[src/rtl/uart_pkg.sv]
// Shared UART definitions for the receiver and the future transmitter.
// Latency: n/a (types, constants and helpers only); backpressure: n/a.
package uart_pkg;

    localparam int PAR_NONE = 0;
    localparam int PAR_EVEN = 1;
    localparam int PAR_ODD  = 2;

    typedef enum logic [2:0] {
        ST_IDLE      = 3'd0,
        ST_START     = 3'd1,
        ST_DATA      = 3'd2,
        ST_PARITY    = 3'd3,
        ST_STOP      = 3'd4,
        ST_WAIT_HIGH = 3'd5
    } state_t;

    function automatic int cnt_width(input int n);
        return (n > 1) ? $clog2(n) : 1;
    endfunction

endpackage

[src/rtl/uart_sync.sv]
// Two-flop synchroniser for one asynchronous input, with a selectable reset value.
// Latency: 2 cycles; backpressure: none.
module uart_sync #(
    parameter logic RST_VAL = 1'b1
) (
    input  logic clk,
    input  logic rst,
    input  logic d,
    output logic q
);

    logic meta;

    always_ff @(posedge clk) begin
        if (rst) begin
            meta <= RST_VAL;
            q    <= RST_VAL;
        end else begin
            meta <= d;
            q    <= meta;
        end
    end

endmodule

[src/rtl/uart_rx.sv]
// Oversampling UART receiver: configurable width, parity, stop bits; flags framing, parity, break.
// Latency: sgn one cycle after the last stop sample; backpressure: none, consumer must keep up.
module uart_rx #(
    parameter int CLKS_PER_BIT = 16,
    parameter int DATA_BITS    = 8,
    parameter int PARITY       = 0,
    parameter int STOP_BITS    = 1
) (
    input  logic                 clk,
    input  logic                 rst,
    input  logic                 in,
    output logic                 sgn,
    output logic [DATA_BITS-1:0] data,
    output logic                 error,
    output logic                 parity_err,
    output logic                 brk,
    output logic                 busy
);
    import uart_pkg::*;

    localparam int HALF = CLKS_PER_BIT / 2;
    localparam int CW   = cnt_width(CLKS_PER_BIT);
    localparam int IW   = cnt_width(DATA_BITS + 1);

    logic                 rx_s;
    state_t               state, state_nxt;
    logic [CW-1:0]        cnt;
    logic [IW-1:0]        idx;
    logic [DATA_BITS-1:0] shreg;
    logic                 par_bit;
    logic                 ferr;
    logic                 stop_hi;
    logic                 half_tick, bit_tick, last_data, last_stop;
    logic                 frame_done;
    logic                 par_mis;
    logic                 par_hi;

    uart_sync #(.RST_VAL(1'b1)) u_sync (
        .clk (clk),
        .rst (rst),
        .d   (in),
        .q   (rx_s)
    );

    assign half_tick = (cnt == CW'(HALF - 1));
    assign bit_tick  = (cnt == CW'(CLKS_PER_BIT - 1));
    assign last_data = (idx == IW'(DATA_BITS - 1));
    assign last_stop = (idx == IW'(STOP_BITS - 1));

    always_ff @(posedge clk) begin
        if (rst) state <= ST_IDLE;
        else     state <= state_nxt;
    end

    always_comb begin
        state_nxt = state;
        unique case (state)
            ST_IDLE:      if (!rx_s) state_nxt = ST_START;
            ST_START:     if (half_tick) state_nxt = rx_s ? ST_IDLE : ST_DATA;
            ST_DATA:      if (bit_tick && last_data)
                              state_nxt = (PARITY != PAR_NONE) ? ST_PARITY : ST_STOP;
            ST_PARITY:    if (bit_tick) state_nxt = ST_STOP;
            // A bad stop bit may mean a held-low break; wait for the line to recover.
            ST_STOP:      if (bit_tick && last_stop)
                              state_nxt = (ferr || !rx_s) ? ST_WAIT_HIGH : ST_IDLE;
            ST_WAIT_HIGH: if (rx_s) state_nxt = ST_IDLE;
            default:      state_nxt = ST_IDLE;
        endcase
    end

    always_comb begin
        busy       = (state != ST_IDLE);
        frame_done = (state == ST_STOP) && bit_tick && last_stop;
    end

    always_comb begin
        par_mis = 1'b0;
        if (PARITY == PAR_EVEN)     par_mis = ^{shreg, par_bit};
        else if (PARITY == PAR_ODD) par_mis = ~^{shreg, par_bit};
    end

    assign par_hi = (PARITY != PAR_NONE) && par_bit;

    always_ff @(posedge clk) begin
        if (rst) begin
            cnt     <= '0;
            idx     <= '0;
            shreg   <= '0;
            par_bit <= 1'b0;
            ferr    <= 1'b0;
            stop_hi <= 1'b0;
        end else begin
            if (state == ST_IDLE || state == ST_WAIT_HIGH || state_nxt != state || bit_tick)
                cnt <= '0;
            else
                cnt <= cnt + CW'(1);

            if (state_nxt != state)
                idx <= '0;
            else if (bit_tick && (state == ST_DATA || state == ST_STOP))
                idx <= idx + IW'(1);

            if (state == ST_IDLE) begin
                ferr    <= 1'b0;
                stop_hi <= 1'b0;
            end

            if (bit_tick) begin
                unique case (state)
                    ST_DATA:   shreg <= {rx_s, shreg[DATA_BITS-1:1]};
                    ST_PARITY: par_bit <= rx_s;
                    ST_STOP: begin
                        ferr    <= ferr | ~rx_s;
                        stop_hi <= stop_hi | rx_s;
                    end
                    default: ;
                endcase
            end
        end
    end

    // Result registers hold the last frame until the next sgn.
    always_ff @(posedge clk) begin
        if (rst) begin
            sgn        <= 1'b0;
            data       <= '0;
            error      <= 1'b0;
            parity_err <= 1'b0;
            brk        <= 1'b0;
        end else begin
            sgn <= frame_done;
            if (frame_done) begin
                data       <= shreg;
                error      <= ferr | ~rx_s;
                parity_err <= par_mis;
                brk        <= ~|shreg & ~par_hi & ~stop_hi & ~rx_s;
            end
        end
    end

endmodule

[config.mk]
export PLATFORM = sky130hd
export DESIGN_NAME = uart_rx
export DESIGN_NICKNAME = d
export VERILOG_FILES = /design/src/rtl/uart_pkg.sv /design/src/rtl/uart_sync.sv /design/src/rtl/uart_rx.sv
export SDC_FILE = /design/constraint.sdc
export NUM_CORES = 1
export LEC_CHECK = 0
export CAP_MARGIN = 40
export CORE_MARGIN = 8
export CORE_UTILIZATION = 35
export CTS_CLUSTER_SIZE = 20
export DETAILED_ROUTE_END_ITERATION = 16
export DONT_BUFFER_PORTS = 1
export GPL_ROUTABILITY_DRIVEN = 0
export GPL_TIMING_DRIVEN = 0
export HOLD_SLACK_MARGIN = 0.15
export PLACE_DENSITY = 0.54
export SLEW_MARGIN = 40
export SYNTH_ARGS = -nofsm -noshare
export SYNTH_HDL_FRONTEND = slang
export SYNTH_SLANG_ARGS = --single-unit
[constraint.sdc]
create_clock -name clk -period 4.95 [get_ports clk]
set_input_delay 0.99 -clock clk [delete_from_list [all_inputs] [get_ports clk]]
set_output_delay 0.99 -clock clk [all_outputs]
set_load 0.01 [all_outputs]
Word-level counts from Yosys, hierarchy flattened
Index checks and enable logic that the tools add are counted.
{"block": "totals", "ff_bits": 34, "input_bits": 3, "output_inout_bits": 13, "wordCells": 63}
{"block": "op_classes", "n_addsub": 2, "eq_ne": 9, "mux": 15, "bitwise": 6, "n_reduce_logical": 19}
{"operator": "$mux 3", "n": 7}
{"operator": "$pmux 3 s6", "n": 1}
{"operator": "$add 4x1->4 const B", "n": 2}
{"operator": "$eq 4x3->1 const B", "n": 2}
{"operator": "$reduce_or 8->1", "n": 1}
{"operator": "$eq 3x2->1 const B", "n": 2}
{"operator": "$eq 3x3->1 const B", "n": 2}
{"operator": "$mux 1", "n": 6}
{"operator": "$logic_and 1x1->1", "n": 5}
{"operator": "$logic_or 1x1->1", "n": 5}
{"operator": "$eq 4x4->1 const B", "n": 1}
{"operator": "$logic_not 4->1", "n": 1}
{"operator": "$reduce_or 2->1", "n": 2}
{"operator": "$eq 3x1->1 const B", "n": 1}
{"operator": "$logic_not 3->1", "n": 1}
{"operator": "$ne 3x3->1", "n": 1}
{"operator": "$reduce_bool 3->1", "n": 1}
{"operator": "$and 1x1->1", "n": 2}
{"operator": "$logic_not 1->1", "n": 2}
{"operator": "$mux 2", "n": 1}
{"operator": "$not 1->1", "n": 2}
{"operator": "$or 1x1->1", "n": 2}
{"operator": "$reduce_and 2->1", "n": 1}

Longest topological paths before layout
Gate-level depths: netlist of run 1.
{"block": "depth", "depth_word": 9, "ltp_mapped": 7, "ltp_nobuf": 6}

By module
From an unflattened synthesis of run 1, not the netlist that was laid out.
{"block": "hier_totals", "hier_cells": 161, "area_unflattened_um2": 1549.0}
{"mod": "uart_rx", "n_inst": 1, "cells_each": 157, "area_each_um2": 1496.4, "seq_area_each_um2": 640.6}
{"mod": "uart_sync", "n_inst": 1, "cells_each": 4, "area_each_um2": 52.6, "seq_area_each_um2": 40.0}

Least setup slack after synthesis of run 1
OpenSTA, ideal clock, no wires.
{"block": "synth_path", "path_kind": "flip-flop to output port", "start": "reg state[0]", "end": "out busy", "arrival_time_ps": 939, "t_required_ps": 3960, "setup_slack_ps": 3021, "path_stages_with_launch": 4, "n_path_buf": 1, "path_cell_list": "dfxtp_1 buf_2 nor3_1 inv_1"}
{"block": "synth_between", "elab_chain_len": 1}
{"item": "start, declared", "line_no": "uart_rx.sv:26", "rtl": "state_t state, state_nxt;"}
{"item": "start signal, assigned", "line_no": "uart_rx.sv:52", "rtl": "else state <= state_nxt;"}
{"item": "$reduce_bool 3->1", "line_no": "uart_rx.sv:72", "rtl": "busy = (state != ST_IDLE);"}
{"item": "end, declared", "line_no": "uart_rx.sv:17", "rtl": "output logic busy"}
Every way passes these cells.

Worst setup path after layout of run 1
Same ends and word-level chain as after synthesis.

==> impl_metrics.json, run 1 <==
{
  "ys_warn_count": 0,
  "timing.final.crit_share_pct": 48.0,
  "routedWlPerCell_um": 14.6,
  "num-fill-cells": 439,
  "p_int_uw": 393,
  "yosysSeqAreaShare_pct": 43.9,
  "post-route-min-period_ns": 2.38,
  "die-height_um": 82.5,
  "clkTransAtPathRegs_ns": 0.07,
  "power_uw": 512,
  "cts_buffers": 5,
  "ys_types": 41,
  "area_growth_pct": 10.3,
  "postCtsSetupBuffers": 0,
  "timing.final.ws_setup_ns": 2.57,
  "setup_violations": 0,
  "num_rows": 24,
  "r2r_slack_ns": 2.95,
  "synthesis.instances": 161,
  "crit_type": "flip-flop to primary output",
  "synth_common_cells": "34 x dfxtp_1, 22 x nor2_1, 17 x mux2i_1",
  "cts_max_level": 2,
  "core_um2": 4320,
  "synth-seq-cells": 34,
  "clk_latency_ns": 0.28,
  "wl_met3_um": 157,
  "vias": 1167,
  "die_area_um2": 6810,
  "skew_ns": 0.00291,
  "maxCapViolCount": 0,
  "grt_pass1_wl_um": 5270,
  "cts_tree": "done",
  "synth_fp_nets": 167,
  "initial_utilization_pct": 35.8,
  "avgSynthCellArea_um2": 9.62,
  "p_sw_uw": 118,
  "first_iter_violations": 87,
  "drcViolationCount": 0,
  "hp-class": "flip-flop to flip-flop",
  "p_leak_nw": 0.638,
  "finalSetupTns_ns": 0,
  "dp_hpwl_um": 2320,
  "nets": 174,
  "hold_violations": 0,
  "crit_required_ns": 3.96,
  "antenna_found_initial": 0,
  "wl_met2_um": 1440,
  "overflow": 0,
  "firstDrtPassIters": 4,
  "vdd_drop_max_uv": 174,
  "crit_arrival_ns": 1.39,
  "track_usage_pct": 10.1,
  "synth_area_um2": 1550,
  "antenna_cells": 0,
  "comb_power_share_pct": 4.2,
  "synth_most_common_cell": "dfxtp_1",
  "synth_top_area_cell": "dfxtp_1",
  "min_from": "u_sync.meta",
  "cts-hold-fix-buffers": 0,
  "clock-sinks": 34,
  "crit_fanout": 10,
  "ff2ff_path_depth": 6,
  "slowest_stage": "dfxtp_1",
  "relSlewSlack_pct": 52.1,
  "drt-met1-wl_um": 1590,
  "ctsRootBufferMaster": "clkbuf_8",
  "status": "complete, no violations",
  "crit_chain": "buf_2 > nor3_1 > inv_1",
  "p_clk_share_pct": 41.8,
  "grt_max_degree": 12,
  "drive_gt1_share_pct": 12.4,
  "io_pins": 16,
  "clockBufferDepth": 2,
  "worst_pin_slew_ns": 0.713,
  "routed.top_layer": "met4",
  "fmax_ghz": 0.421,
  "yosysTopAreaCellShare_pct": 43.9,
  "cp_slowest_stage_delay_ns": 0.39,
  "ys_top_cells_by_area": "dfxtp_1 44%, mux2i_1 11%, nor2_1 5.3%",
  "drt_wl_total_um": 3230,
  "numPortBuffers": 0,
  "synth_edf_count": 0,
  "rsz0062_at_grt": "no",
  "r2r_start": "idx[0]",
  "power.density_nw_per_um2": 299,
  "cts_resized": 0,
  "synth_flop_cell": "dfxtp_1",
  "viasPerCell": 5.28,
  "hold_depth": 1,
  "final_max_slew_viol_count": 0,
  "swShare_pct": 23.1,
  "die-width_um": 82.5,
  "cp-end-kind": "primary output",
  "ys_async_sr_fraction_pct": 0,
  "grt_pass1_vias": 1070,
  "r2r_end": "idx[2]",
  "preCtsSetupSlack_ns": 2.87,
  "startpoint_type": "flip-flop",
  "min_to": "u_sync.q",
  "sequentialPowerShare_pct": 54.0,
  "ant_nets": 0
}
==> worst max-delay path by stage <==
stage | from | endpoint | slack, ns | depth (start not counted)
2_1_floorplan | state[0] | busy | 3.02 | 3
3_3_place_gp | state[0] | busy | 2.89 | 3
3_5_place_dp | state[0] | busy | 2.87 | 3
4_1_cts | state[0] | busy | 2.56 | 3
5_1_grt | state[0] | busy | 2.45 | 3
6_report | state[0] | busy | 2.57 | 3
==> state kept, by name (all words and copies together) (netlist names) <==
signal,count
cnt,4
idx,4
sgn,1
stop_hi,1
state,3
ferr,1
brk,1
u_sync.meta,1
u_sync.q,1
data,8
shreg,8
error,1
==> cell usage in the layout, fill, tap and decap left out, types with 2 or more instances in the layout <==
master    netlist  layout
a211o_1         2       2
a211oi_1        7       7
a21oi_1         6       6
and3_1          2       2
buf_2           3       3
buf_4           2       2
clkbuf_1        5       5
clkbuf_8        0       6
dfxtp_1        34      34
ha_1            3       3
inv_1           6       6
mux2i_1        17      17
nand2_1         3       3
nand2b_1        2       2
nand3_1         4       4
nor2_1         22      22
nor2b_1         2       2
nor3_1          7       7
nor4_1          4       4
o211ai_1        2       2
or2_2           2       2
xnor2_1         6       6
==> critical path, delay by kind of cell, from the launching register on <==
kind                   cells  cell delay [ns]
flip-flops                 1             0.39
buffers and inverters      2             0.37
AND/OR/NAND/NOR            1             0.35
==> power groups by stage <==
stage | Combinational, mW | Sequential (mW) | Clock, mW
global placement | 0.0211 | 0.282 | 0
detailed placement | 0.0215 | 0.282 | 0
CTS | 0.0216 | 0.276 | 0.220
floorplan | 0.0167 | 0.282 | 0
finish | 0.0215 | 0.276 | 0.214
global route | 0.0236 | 0.276 | 0.234
==> final cells by class <==
cell class / count / area (um^2) / area share [%]
Inverter: 6 / 22.5 / 1.32
Sequential cell: 34 / 681 / 39.8
Clock inverter: 2 / 12.5 / 0.732
Buffer: 10 / 48.8 / 2.86
Multi-Input combinational cell: 111 / 797 / 46.6
Clock buffer: 6 / 82.6 / 4.83
Tap cell: 52 / 65.1 / 3.81
==> per-layer routing <==
layer / vias to the layer above / track usage [%]
met5: - / 0
met1: 557 / 13.5
li1: 587 / -
met4: 0 / 4.66
met3: 5 / 3.68
met2: 18 / 14.2
==> metrics by stage <==
step / instances / hold WS [ns] / instance area, um^2 / util [%]
detailed placement: 213 / 0.395 / 1610 / 37.3
floorplan: 161 / 0.389 / 1550 / -
global route: 221 / 0.426 / 1710 / 39.5
finish: 221 / 0.412 / 1710 / 39.5
CTS: 221 / 0.412 / 1710 / 39.5
global placement: 213 / 0.400 / 1610 / 37.3
==> logic make-up after synthesis <==
group           share of synthesized area [%]
xor+xnor                                 4.44
other cells                             0.242
mux                                      11.0
fa+ha+maj                                2.42
simple gates                             20.4
flops                                    43.9
buf+inv                                  4.60
compound gates                           12.9
No activity file was read; power rests on OpenSTA's default activity.
==> inputs of run 2 (changes only) <==
==> constraint.sdc (replaced) <==
create_clock -name clk -period 2.3 [get_ports clk]
set_input_delay 0.46 -clock clk [delete_from_list [all_inputs] [get_ports clk]]
set_output_delay 0.46 -clock clk [all_outputs]
set_load 0.01 [all_outputs]
==> results of run 2 <==
Same layout as run 1 (identical final DEF). Status: complete, no violations.
Among the figures that moved: setup slack after placement 2.87 ns -> 0.355 ns; setup slack after layout 2.57 ns -> 0.303 ns; hold slack 0.412 ns -> 0.275 ns; start point of the critical path state[0] -> idx[0]; end point of the critical path busy -> idx[2]; register-to-register setup slack 2.95 ns -> 0.30 ns; end point of the worst hold path u_sync.q -> u_sync.meta; total power 0.512 mW -> 1.10 mW; worst IR drop on VDD 174 uV -> 375 uV
==> inputs of run 3 (changes only) <==
--- a/config.mk
+++ b/config.mk
@@ -15,7 +15,6 @@
 export GPL_TIMING_DRIVEN = 0
 export HOLD_SLACK_MARGIN = 0.15
 export PLACE_DENSITY = 0.54
-export SLEW_MARGIN = 40
 export SYNTH_ARGS = -nofsm -noshare
 export SYNTH_HDL_FRONTEND = slang
 export SYNTH_SLANG_ARGS = --single-unit
==> results of run 3 <==
Same layout as run 1 (identical final DEF). Status: complete, no violations.
Among the figures that moved: setup slack after placement 2.87 ns -> 0.355 ns; setup slack after layout 2.57 ns -> 0.303 ns; hold slack 0.412 ns -> 0.275 ns; start point of the critical path state[0] -> idx[0]; end point of the critical path busy -> idx[2]; register-to-register setup slack 2.95 ns -> 0.30 ns; end point of the worst hold path u_sync.q -> u_sync.meta; total power 0.512 mW -> 1.10 mW; worst IR drop on VDD 174 uV -> 375 uV
